`config.mk`:
```
export PLATFORM = sky130hd
export DESIGN_NAME = adc_pattern_generator
export DESIGN_NICKNAME = d
export VERILOG_FILES = /design/src/rtl/adc_pattern_pkg.sv /design/src/rtl/sample_rate_divider.sv /design/src/rtl/adc_pattern_generator.sv
export SDC_FILE = /design/constraint.sdc
export NUM_CORES = 1
export LEC_CHECK = 0
export CAP_MARGIN = 20
export CORE_ASPECT_RATIO = 0.6
export CORE_UTILIZATION = 55
export DETAILED_ROUTE_END_ITERATION = 12
export MAX_ROUTING_LAYER = met4
export PLACE_DENSITY = 0.79
export SLEW_MARGIN = 20
export SYNTH_ARGS = -nofsm -noshare
export SYNTH_HDL_FRONTEND = slang
export SYNTH_HIERARCHICAL = 1
export SYNTH_SLANG_ARGS = --single-unit
```
`constraint.sdc`:
```
create_clock -name clk -period 8.5 [get_ports clk]
set_clock_uncertainty 0.1 [all_clocks]
set_input_delay 1.275 -clock clk [delete_from_list [all_inputs] [get_ports clk]]
set_output_delay 1.275 -clock clk [all_outputs]
set_load 0.005 [all_outputs]
```
`src/rtl/adc_pattern_pkg.sv`:
```
`default_nettype none
// ============================================================================
// Module  : adc_pattern_pkg
// Brief   : Mode codes, config_reg field layout and FSM encodings for the
//           synthetic ADC pattern generator.
// Revision: 1.0 - initial release
// ============================================================================
package adc_pattern_pkg;

    localparam logic [1:0] C_MODE_TRIANGLE = 2'd0;
    localparam logic [1:0] C_MODE_RAMP     = 2'd1;
    localparam logic [1:0] C_MODE_SQUARE   = 2'd2;
    localparam logic [1:0] C_MODE_CONSTANT = 2'd3;

    localparam int C_MODE_LSB = 0;
    localparam int C_MODE_W   = 2;
    localparam int C_DIV_LSB  = 2;
    localparam int C_DIV_W    = 8;
    localparam int C_STEP_LSB = 10;
    localparam int C_STEP_W   = 12;

    localparam logic [1:0] C_ST_IDLE     = 2'd0;
    localparam logic [1:0] C_ST_RUN_UP   = 2'd1;
    localparam logic [1:0] C_ST_RUN_DOWN = 2'd2;

endpackage : adc_pattern_pkg
`default_nettype wire

```
`src/rtl/sample_rate_divider.sv`:
```
`default_nettype none
// ============================================================================
// Module  : sample_rate_divider
// Brief   : Loadable prescaler; tick is high one clock in every divider+1
//           while running.
// Revision: 1.0 - initial release
// ============================================================================
module sample_rate_divider #(
    parameter int DIV_WIDTH = 8
) (
    input  logic                 clk,
    input  logic                 rst,
    input  logic                 load,
    input  logic [DIV_WIDTH-1:0] divider,
    input  logic                 clear,
    input  logic                 run,
    output logic                 tick
);

    logic [DIV_WIDTH-1:0] r_div;
    logic [DIV_WIDTH-1:0] r_cnt;

    assign tick = run && (r_cnt == r_div);

    always_ff @(posedge clk or negedge rst) begin
        if (!rst) begin
            r_div <= '0;
            r_cnt <= '0;
        end else if (load) begin
            r_div <= divider;
            r_cnt <= '0;
        end else if (clear) begin
            r_cnt <= '0;
        end else if (run) begin
            r_cnt <= tick ? '0 : r_cnt + DIV_WIDTH'(1);
        end
    end

endmodule : sample_rate_divider
`default_nettype wire

```
`src/rtl/adc_pattern_generator.sv`:
```
`default_nettype none
// ============================================================================
// Module  : adc_pattern_generator
// Brief   : Synthetic ADC sample source (triangle/ramp/square/constant) with
//           programmable strobe rate, sample index and mid-level crossing pulse.
// Revision: 1.0 - initial release
// ============================================================================
module adc_pattern_generator
    import adc_pattern_pkg::*;
#(
    parameter int DATA_WIDTH = 16,
    parameter int MIDPOINT   = 2048
) (
    input  logic                  clk,
    input  logic                  rst,
    input  logic                  enable,
    input  logic [31:0]           config_reg,
    input  logic [DATA_WIDTH-1:0] cfg_peak,
    output logic                  out_data_valid,
    output logic [DATA_WIDTH-1:0] out_data,
    output logic [31:0]           out_counter_pos,
    output logic                  out_mid_cross
);

    localparam int                    C_SUM_W = DATA_WIDTH + 1;
    localparam logic [DATA_WIDTH-1:0] C_MID   = DATA_WIDTH'(MIDPOINT);

    logic                  r_enable_d;
    logic                  w_rise;
    logic                  w_run;
    logic                  w_tick;
    logic [1:0]            r_state;
    logic [1:0]            w_state_next;
    logic [1:0]            r_mode;
    logic [C_STEP_W-1:0]   r_step;
    logic [C_STEP_W-1:0]   w_cfg_step;
    logic [DATA_WIDTH-1:0] r_peak;
    logic                  r_first;
    logic                  r_level;
    logic                  w_level_next;
    logic [C_STEP_W-1:0]   r_held;
    logic [C_STEP_W-1:0]   w_held_next;
    logic [DATA_WIDTH-1:0] w_sample;
    logic [C_SUM_W-1:0]    w_cur;
    logic [C_SUM_W-1:0]    w_step;
    logic [C_SUM_W-1:0]    w_peak;
    logic [C_SUM_W-1:0]    w_sum;
    logic                  w_mid;
    logic                  w_unused_cfg;

    assign w_rise       = enable & ~r_enable_d;
    assign w_run        = enable & (r_state != C_ST_IDLE);
    assign w_cfg_step   = config_reg[C_STEP_LSB +: C_STEP_W];
    assign w_unused_cfg = ^config_reg[31:C_STEP_LSB+C_STEP_W];

    sample_rate_divider #(
        .DIV_WIDTH (C_DIV_W)
    ) u_divider (
        .clk     (clk),
        .rst     (rst),
        .load    (w_rise),
        .divider (config_reg[C_DIV_LSB +: C_DIV_W]),
        .clear   (~enable),
        .run     (w_run),
        .tick    (w_tick)
    );

    // Next sample from the previously emitted one; the step register doubles
    // as the square half-period and is already clamped to a minimum of 1.
    always_comb begin
        w_cur        = C_SUM_W'(out_data);
        w_step       = C_SUM_W'(r_step);
        w_peak       = C_SUM_W'(r_peak);
        w_sum        = w_cur + w_step;
        w_sample     = '0;
        w_state_next = r_state;
        w_level_next = r_level;
        w_held_next  = r_held;
        case (r_mode)
            C_MODE_TRIANGLE: begin
                if (r_first) begin
                    w_state_next = C_ST_RUN_UP;
                end else if (r_state == C_ST_RUN_DOWN) begin
                    if (w_cur <= w_step) begin
                        w_state_next = C_ST_RUN_UP;
                    end else begin
                        w_sample = out_data - DATA_WIDTH'(r_step);
                    end
                end else if (w_sum >= w_peak) begin
                    w_sample     = r_peak;
                    w_state_next = C_ST_RUN_DOWN;
                end else begin
                    w_sample = w_sum[DATA_WIDTH-1:0];
                end
            end
            C_MODE_RAMP: begin
                if (!r_first && (w_sum <= w_peak)) begin
                    w_sample = w_sum[DATA_WIDTH-1:0];
                end
            end
            C_MODE_SQUARE: begin
                if (r_first) begin
                    w_level_next = 1'b0;
                    w_held_next  = C_STEP_W'(1);
                end else if (r_held >= r_step) begin
                    w_level_next = ~r_level;
                    w_held_next  = C_STEP_W'(1);
                end else begin
                    w_held_next  = r_held + C_STEP_W'(1);
                end
                w_sample = w_level_next ? r_peak : '0;
            end
            C_MODE_CONSTANT: begin
                w_sample = r_peak;
            end
            default: begin
                w_sample = '0;
            end
        endcase
    end

    assign w_mid = ~r_first & (out_data < C_MID) & (w_sample >= C_MID);

    // The edge detector resets to "high" so an enable held through reset
    // must drop and rise again before the generator restarts.
    always_ff @(posedge clk or negedge rst) begin
        if (!rst) begin
            r_enable_d      <= 1'b1;
            r_state         <= C_ST_IDLE;
            r_mode          <= C_MODE_TRIANGLE;
            r_step          <= C_STEP_W'(1);
            r_peak          <= '0;
            r_first         <= 1'b1;
            r_level         <= 1'b0;
            r_held          <= '0;
            out_data_valid  <= 1'b0;
            out_data        <= '0;
            out_counter_pos <= '0;
            out_mid_cross   <= 1'b0;
        end else begin
            r_enable_d <= enable;
            if (!enable) begin
                r_state        <= C_ST_IDLE;
                out_data_valid <= 1'b0;
                out_mid_cross  <= 1'b0;
            end else if (w_rise) begin
                r_state         <= C_ST_RUN_UP;
                r_mode          <= config_reg[C_MODE_LSB +: C_MODE_W];
                r_step          <= (w_cfg_step == '0) ? C_STEP_W'(1) : w_cfg_step;
                r_peak          <= cfg_peak;
                r_first         <= 1'b1;
                r_level         <= 1'b0;
                r_held          <= '0;
                out_counter_pos <= '0;
                out_data_valid  <= 1'b0;
                out_mid_cross   <= 1'b0;
            end else begin
                out_data_valid <= w_tick;
                out_mid_cross  <= w_tick & w_mid;
                if (w_tick) begin
                    out_data        <= w_sample;
                    r_state         <= w_state_next;
                    r_level         <= w_level_next;
                    r_held          <= w_held_next;
                    r_first         <= 1'b0;
                    out_counter_pos <= r_first ? 32'd0 : out_counter_pos + 32'd1;
                end
            end
        end
    end

endmodule : adc_pattern_generator
`default_nettype wire

```
==> results of run 1 <==
placed cells by master (no fill, tap or decap), types with 11 or more instances in the layout:
| master | netlist | layout |
|---|---|---|
| sky130_fd_sc_hd__a221oi_1 | 14 | 14 |
| sky130_fd_sc_hd__nand3_1 | 22 | 22 |
| sky130_fd_sc_hd__xor2_1 | 15 | 15 |
| sky130_fd_sc_hd__inv_1 | 53 | 53 |
| sky130_fd_sc_hd__nand4_1 | 25 | 25 |
| sky130_fd_sc_hd__clkdlybuf4s50_1 | 0 | 89 |
| sky130_fd_sc_hd__a21o_1 | 11 | 11 |
| sky130_fd_sc_hd__xnor2_1 | 27 | 27 |
| sky130_fd_sc_hd__nand2_1 | 104 | 104 |
| sky130_fd_sc_hd__nor3_1 | 15 | 15 |
| sky130_fd_sc_hd__a31oi_1 | 14 | 14 |
| sky130_fd_sc_hd__clkbuf_16 | 0 | 17 |
| sky130_fd_sc_hd__mux2_2 | 13 | 13 |
| sky130_fd_sc_hd__ha_1 | 55 | 55 |
| sky130_fd_sc_hd__a21oi_1 | 34 | 34 |
| sky130_fd_sc_hd__nor2_1 | 70 | 69 |
| sky130_fd_sc_hd__o31ai_1 | 16 | 16 |
| sky130_fd_sc_hd__o21ai_0 | 125 | 125 |
| sky130_fd_sc_hd__dfrtp_1 | 110 | 110 |
| sky130_fd_sc_hd__and3_1 | 19 | 19 |
area by class of cell:
type / count / area (um2) / area share [%]
Sequential cell: 113 / 2831 / 30.21
Inverter: 54 / 202.7 / 2.163
Timing Repair Buffer: 99 / 965.9 / 10.31
Tap cell: 192 / 240.2 / 2.563
Multi-Input combinational cell: 699 / 4556 / 48.61
Clock inverter: 10 / 111.4 / 1.188
Clock buffer: 22 / 464.2 / 4.953
worst register-to-register path, delay by kind of cell, from the launching register on:
family	cells	cell delay [ns]
adders and majority gates	3	0.88
xor gates and xnor gates	1	0.24
buffers and inverters	2	0.13
DFF	1	0.56
AOI/OAI and AO/OA	9	2.26
and+or+nand+nor	6	1.37
registers in the layout, indices dropped and copies added (netlist names):
| register | count |
|---|---|
| r_enable_d | 1 |
| r_level | 1 |
| out_data_valid | 1 |
| r_peak | 16 |
| u_divider/r_cnt | 8 |
| r_held | 12 |
| r_first | 1 |
| u_divider/r_div | 8 |
| r_state | 2 |
| r_step | 12 |
| out_counter_pos | 32 |
| r_mode | 2 |
| out_data | 16 |
| out_mid_cross | 1 |
power by group through the flow:
stage / Clock [W] / Sequential, W / Combinational, W
after floorplan: 0 / 0.000591 / 0.000190
after global placement: 0 / 0.000599 / 0.000273
after detailed placement: 0 / 0.000600 / 0.000278
after CTS: 0.000715 / 0.000591 / 0.000283
after global routing: 0.000739 / 0.000595 / 0.000318
final: 0.000707 / 0.000592 / 0.000289
cell families (layout without fill, tap and decap cells):
family	after synthesis	count (layout)	synth area share [%]
buf+inv	98	185	5.134
simple gates	300	300	18.46
fa+ha+maj	57	57	9.366
flops	113	113	36.42
mux	22	22	3.042
xor+xnor	42	42	4.731
compound gates	278	278	22.85
worst paths after layout:
path / from / endpoint / slack, ns / cells past startpoint
setup / recovery: r_step[0] / out_data[1] / 2.86 / 21
hold / removal: out_counter_pos[31] / out_counter_pos[31] / 0.38 / 1
setup reg to reg: r_step[0] / out_data[1] / 2.86 / 21
hold reg to reg: out_counter_pos[31] / out_counter_pos[31] / 0.38 / 1
max in group asynchronous: rst / out_data[4] / 6.20 / 2
min in group asynchronous: rst / out_counter_pos[16] / 0.71 / 1
metal layers:
| layer | vias to the layer above | global-route usage, % | wire length [um] |
|---|---|---|---|
| li1 | 3439 | - | - |
| met3 | 22 | 6.411 | 2187 |
| met1 | 3481 | 48.74 | 10720 |
| met4 | 0 | 6.699 | 182 |
| met2 | 353 | 42.34 | 8692 |
| met5 | - | - | 0 |
per-stage QoR:
step | setup WS [ns] | util (%)
after floorplan | 4.228 | -
after global placement | 3.232 | 64.17
after detailed placement | 3.194 | 64.17
after CTS | 2.987 | 68.36
after global routing | 2.431 | 68.36
final | 2.862 | 68.36
==> flow_metrics.env, run 1 <==
export IMPL_design_area_um2=9371
export IMPL_detailedRoute_firstPassIterationCount=6
export IMPL_postSynthAreaPerCell_um2=8.544
export IMPL_layout_worst_path_cycle_share_pct=66.33
export IMPL_netSwitchingFraction_pct=29.16
export IMPL_die_height_um=94.10
export IMPL_grt_antenna_before_repair=0
export IMPL_yosysUniqueCellTypes=69
export IMPL_ant_nets=0
export IMPL_worstSkewPairLatency_ns=0.42
export IMPL_final_layout_size_suffix_gt1_share_pct=7.121
export IMPL_floorplan_die_area_um2=14630
export IMPL_maxSlewHeadroom_pct=34.89
export IMPL_ys_dominant_reg_cell="sky130_fd_sc_hd__dfrtp_1"
export IMPL_synth_async_reset_ratio_pct=100.0
export IMPL_design_core_area_um2=13710
export IMPL_design_final_nets=1092
export IMPL_achievable_frequency_mhz=177.4
export IMPL_port_buffers=90
export IMPL_cell_breakdown_of_the_critical_path="ha_1, inv_1, fa_1, o21bai_1, nand3_1, a31oi_1, or4_1, nand3_1, xor2_1, inv_1, ha_1, o21a_1, o21ai_0, nand2b_1, o311a_1, nand3_2, nor2_1, a211oi_1, a2111oi_0, a221oi_1, o21ai_0"
export IMPL_post_drt_wl_per_cell_um=18.32
export IMPL_critical_path_peak_fanout=22
export IMPL_clock_h_tree_levels=4
export IMPL_setup_worst_path_start_class="flop"
export IMPL_critical_path_s_slowest_cell="sky130_fd_sc_hd__a2111oi_0"
export IMPL_number_of_cells_upsized_or_downsized_after_cts=0
export IMPL_finalNonFillerCells=1189
export IMPL_vdd_ir_drop_worst_mv=0.1320
export IMPL_hold_ws_ns=0.3764
export IMPL_synth_seq_area_share_pct=36.42
export IMPL_power_static_leakage_nw=4.042
export IMPL_maxCapViolations=0
export IMPL_ys_warnings_count=6
export IMPL_fillerInstances=1117
export IMPL_ctsRootBufferMaster="sky130_fd_sc_hd__clkbuf_16"
export IMPL_clock_path_buffers=2
export IMPL_p_sw_w=0.0004631
export IMPL_comb_power_share_pct=18.2
export IMPL_cell_with_the_most_instances_after_synthesis="sky130_fd_sc_hd__o21ai_0"
export IMPL_final_hold_violation_count=0
export IMPL_critical_path_top_delay_family="compound AO/OA/AOI/OAI gates"
export IMPL_post_place_cells=1157
export IMPL_netlist_instances=910
export IMPL_design_power_total_w=0.001588
export IMPL_tritoncts_num_buffers=17
export IMPL_synthesis_area_um2=7775
export IMPL_die_width_um=155.5
export IMPL_viasPerCell=6.135
export IMPL_cts_tree="yes"
export IMPL_grtUsageTotal_pct=31.81
export IMPL_yosysTopAreaCellShare_pct=35.40
export IMPL_grt_pass1_wl_um=34750
export IMPL_ranking_of_synthesized_cells_by_area="sky130_fd_sc_hd__dfrtp_1 35%, sky130_fd_sc_hd__ha_1 8.9%, sky130_fd_sc_hd__o21ai_0 8.0%"
export IMPL_internal_power_w=0.001125
export IMPL_cp_arrival_ns=5.88
export IMPL_io_pins=101
export IMPL_cts_sinks=113
export IMPL_flow_area_growth_from_synthesis_pct=20.53
export IMPL_initial_core_util_pct=56.72
export IMPL_synth_largest_area_cell="sky130_fd_sc_hd__dfrtp_1"
export IMPL_number_of_global_route_vias_before_repair=6521
export IMPL_postPlaceCellArea_um2=8796
export IMPL_antenna_cells=0
export IMPL_timing_hold_worst_class="reg -> reg"
export IMPL_global_route_overflow_total=0
export IMPL_finalSetupViolations=0
export IMPL_p_seq_share_pct=37.3
export IMPL_worst_slew_pin_transition_ns=0.9766
export IMPL_post_cts_setup_buffer_count=0
export IMPL_synth_seq_cells=113
export IMPL_crit_buf_inv=2
export IMPL_worst_setup_hold_path_clk_slew_ns=0.05
export IMPL_total_negative_setup_slacks_ns=0
export IMPL_rsz0062_at_grt="false"
export IMPL_power_density_nw_per_um2=169.5
export IMPL_placement_rows=33
export IMPL_pwr_share_clk_pct=44.5
export IMPL_drcViolationCount=0
export IMPL_maximum_number_of_pins_on_one_net_before_global_route_repair=75
export IMPL_slowest_delay_ns=0.67
export IMPL_run_status="complete, no violations"
export IMPL_cp_end_kind="flop"
export IMPL_worst_setup_path_type="reg -> reg"
export IMPL_synth_edf_count=0
export IMPL_holdBufCountCts=0
export IMPL_synth_top_cells_by_count="125 x sky130_fd_sc_hd__o21ai_0, 110 x sky130_fd_sc_hd__dfrtp_1, 104 x sky130_fd_sc_hd__nand2_1"
export IMPL_synthesis_nets=1018
export IMPL_timing_critical_path_required_ns=8.74
export IMPL_dp_final_hpwl_um=15820
export IMPL_max_slew_violation_count=0
export IMPL_vias=7295
export IMPL_fin_crit_ns=5.638
export IMPL_finalWirelength_um=21780
export IMPL_drt_iter0_drc=835
export IMPL_place_congestion=0.9519
(Power assumes the default switching activity.)
==> inputs of run 2 (changes only) <==
Settings changed: CORE_UTILIZATION 55 to 51, PLACE_DENSITY 0.79 to 0.77.
Clock period 8.5 ns to 4.65 ns, I/O delays scaled along.
==> run 2 against run 1 <==
Maximum frequency is 24% higher. Worst setup slack worse by 2.8 ns. Non-clock buffer count is 69 higher. First-iteration DRC count is 1.7% higher. Via count is 4.9% higher. Sequential share of layout area is 2.4 points lower. Combinational power is 120% higher. Clock-buffer cell count is 4 lower. Cell count is 6.3% higher. Worst hold slack worse by 0.17 ns. Critical endpoint is now out_data[2].
==> flow_metrics.env, run 2 (same netlist as run 1, synthesis figures left out) <==
export IMPL_run_status="complete, no violations"
export IMPL_number_of_global_route_vias_before_repair=6990
export IMPL_antenna_cells=0
export IMPL_most_common_cell_after_layout_fill_and_taps_aside="sky130_fd_sc_hd__o21ai_0"
export IMPL_timing_critical_path_required_ns=4.84
export IMPL_detailedRoute_firstPassIterationCount=6
export IMPL_die_width_um=161.4
export IMPL_placement_rows=34
export IMPL_worst_slew_pin_transition_ns=0.9242
export IMPL_max_flop_register="out_counter_pos"
export IMPL_port_buffers=90
export IMPL_biggestRegsByFlops="out_counter_pos (32), out_data (16), r_peak (16)"
export IMPL_ctsRootBufferMaster="sky130_fd_sc_hd__clkbuf_16"
export IMPL_clock_h_tree_levels=4
export IMPL_achievable_frequency_mhz=219.5
export IMPL_grtUsageTotal_pct=30.78
export IMPL_hold_ws_ns=0.2052
export IMPL_comb_power_share_pct=21.8
export IMPL_die_height_um=97.64
export IMPL_floorplan_die_area_um2=15760
export IMPL_design_core_area_um2=14680
export IMPL_power_density_nw_per_um2=289.3
export IMPL_vdd_ir_drop_worst_mv=0.1700
export IMPL_final_hold_violation_count=0
export IMPL_internal_power_w=0.002048
export IMPL_worst_setup_path_type="reg -> reg"
export IMPL_cts_tree="yes"
export IMPL_netSwitchingFraction_pct=30.52
export IMPL_design_final_nets=1161
export IMPL_maxCapViolations=0
export IMPL_worst_setup_hold_path_clk_slew_ns=0.06
export IMPL_number_of_flip_flops_in_the_largest_register=32
export IMPL_grt_pass1_wl_um=36800
export IMPL_dp_final_hpwl_um=16920
export IMPL_cts_sinks=113
export IMPL_drt_iter0_drc=849
export IMPL_finalWirelength_um=23340
export IMPL_vias=7655
export IMPL_power_static_leakage_nw=4.419
export IMPL_fin_crit_ns=4.556
export IMPL_maxSlewHeadroom_pct=36.79
export IMPL_finalSetupViolations=0
export IMPL_grt_antenna_before_repair=0
export IMPL_initial_core_util_pct=52.98
export IMPL_io_pins=101
export IMPL_viasPerCell=6.056
export IMPL_final_layout_size_suffix_gt1_share_pct=16.79
export IMPL_cp_arrival_ns=4.75
export IMPL_layout_cells_most_common_list="116 x sky130_fd_sc_hd__o21ai_0, 110 x sky130_fd_sc_hd__dfrtp_1, 104 x sky130_fd_sc_hd__nand2_1, 89 x sky130_fd_sc_hd__clkdlybuf4s50_1, 75 x sky130_fd_sc_hd__buf_4"
export IMPL_timing_hold_worst_class="in -> async"
export IMPL_ant_nets=0
export IMPL_p_seq_share_pct=36.7
export IMPL_clock_path_buffers=2
export IMPL_place_congestion=0.9759
export IMPL_critical_path_peak_fanout=9
export IMPL_p_sw_w=0.0008999
export IMPL_layout_worst_path_cycle_share_pct=97.97
export IMPL_post_drt_wl_per_cell_um=18.47
export IMPL_max_slew_violation_count=0
export IMPL_cp_end_kind="flop"
export IMPL_holdBufCountCts=0
export IMPL_global_route_overflow_total=0
export IMPL_pwr_share_clk_pct=41.5
export IMPL_tritoncts_num_buffers=17
export IMPL_flow_area_growth_from_synthesis_pct=31.06
export IMPL_total_negative_setup_slacks_ns=0
export IMPL_setup_worst_path_start_class="flop"
export IMPL_worstSkewPairLatency_ns=0.42
export IMPL_drcViolationCount=0
export IMPL_maximum_number_of_pins_on_one_net_before_global_route_repair=51
-- run 2: path summary, 6_finish.rpt --
path                       depth (start not counted)                   to  slack (ns)           startpoint
setup / recovery                                  20          out_data[2]        0.09            r_step[0]
hold / removal                                     1   u_divider/r_div[0]        0.21                  rst
setup reg to reg                                  20          out_data[2]        0.09            r_step[0]
hold reg to reg                                    1  out_counter_pos[31]        0.38  out_counter_pos[31]
max in group asynchronous                          2              r_first        3.27                  rst
min in group clk                                   1  out_counter_pos[31]        0.38  out_counter_pos[31]
-- run 2: layer usage --
metal / routed length [um] / share of wire (%) / GRT usage (%) / vias to the layer above
met4: 201 / 0.86 / 5.515 / 0
met2: 9786 / 42 / 41.41 / 375
met5: 0 / 0 / - / -
li1: - / - / - / 3579
met1: 11240 / 48 / 47.01 / 3673
met3: 2109 / 9.0 / 6.573 / 28
-- run 2: what timing repair did --
| item | CTS | global route |
|---|---|---|
| setup buffers | 0 | 3 |
| resized for setup | 12 | 52 |
| endpoints found under the setup margin | 15 | 18 |
| pin swaps | 1 | 18 |
-- run 2: stage by stage --
stage	setup slack [ns]	power, W	cells	instance area [um2]	utilization (%)
finish	0.09437	0.002948	1264	10190	69.43
floorplan	0.3782	0.001427	910	7775	-
detailed placement	-0.2055	0.001667	1230	9321	63.51
global route	-0.1146	0.003071	1264	10190	69.43
CTS	-0.06776	0.002893	1262	9921	67.60
global placement	-0.1667	0.001655	1230	9321	63.51
-- run 2: critical path, cell delays in order, from the launching register on --
cell and delay (ns):
sky130_fd_sc_hd__dfstp_2 0.55, sky130_fd_sc_hd__ha_4 0.13, sky130_fd_sc_hd__inv_1 0.05, sky130_fd_sc_hd__fa_2 0.42
sky130_fd_sc_hd__o21bai_4 0.22, sky130_fd_sc_hd__nand3_4 0.14, sky130_fd_sc_hd__nand3_4 0.10, sky130_fd_sc_hd__a211oi_4 0.07
sky130_fd_sc_hd__xnor2_1 0.14, sky130_fd_sc_hd__buf_4 0.16, sky130_fd_sc_hd__ha_4 0.25, sky130_fd_sc_hd__nand4_1 0.15
sky130_fd_sc_hd__nor3_2 0.29, sky130_fd_sc_hd__a2111oi_4 0.08, sky130_fd_sc_hd__o311a_4 0.40, sky130_fd_sc_hd__buf_6 0.13
sky130_fd_sc_hd__o211a_4 0.25, sky130_fd_sc_hd__and2_4 0.18, sky130_fd_sc_hd__buf_12 0.14, sky130_fd_sc_hd__a222oi_1 0.36
sky130_fd_sc_hd__o21ai_1 0.13
-- run 2: power by group through the flow --
| stage | registers [W] | clock network [W] | logic [W] |
|---|---|---|---|
| after floorplan | 0.00108 | 0 | 0.000348 |
| after global placement | 0.00109 | 0 | 0.000561 |
| after detailed placement | 0.00109 | 0 | 0.000572 |
| after CTS | 0.00108 | 0.00123 | 0.000580 |
| after global routing | 0.00109 | 0.00128 | 0.000701 |
| final | 0.00108 | 0.00122 | 0.000641 |
-- run 2: final cells by class --
cell class                 count  area, um2
sequential                   113       2831
multi-input combinational    699       4850
fill                        1183       4487
inverter                      54      202.7
clock inverter                14      117.6
clock buffer                  18      429.2
timing repair buffer         168       1511
tap                          198      247.7
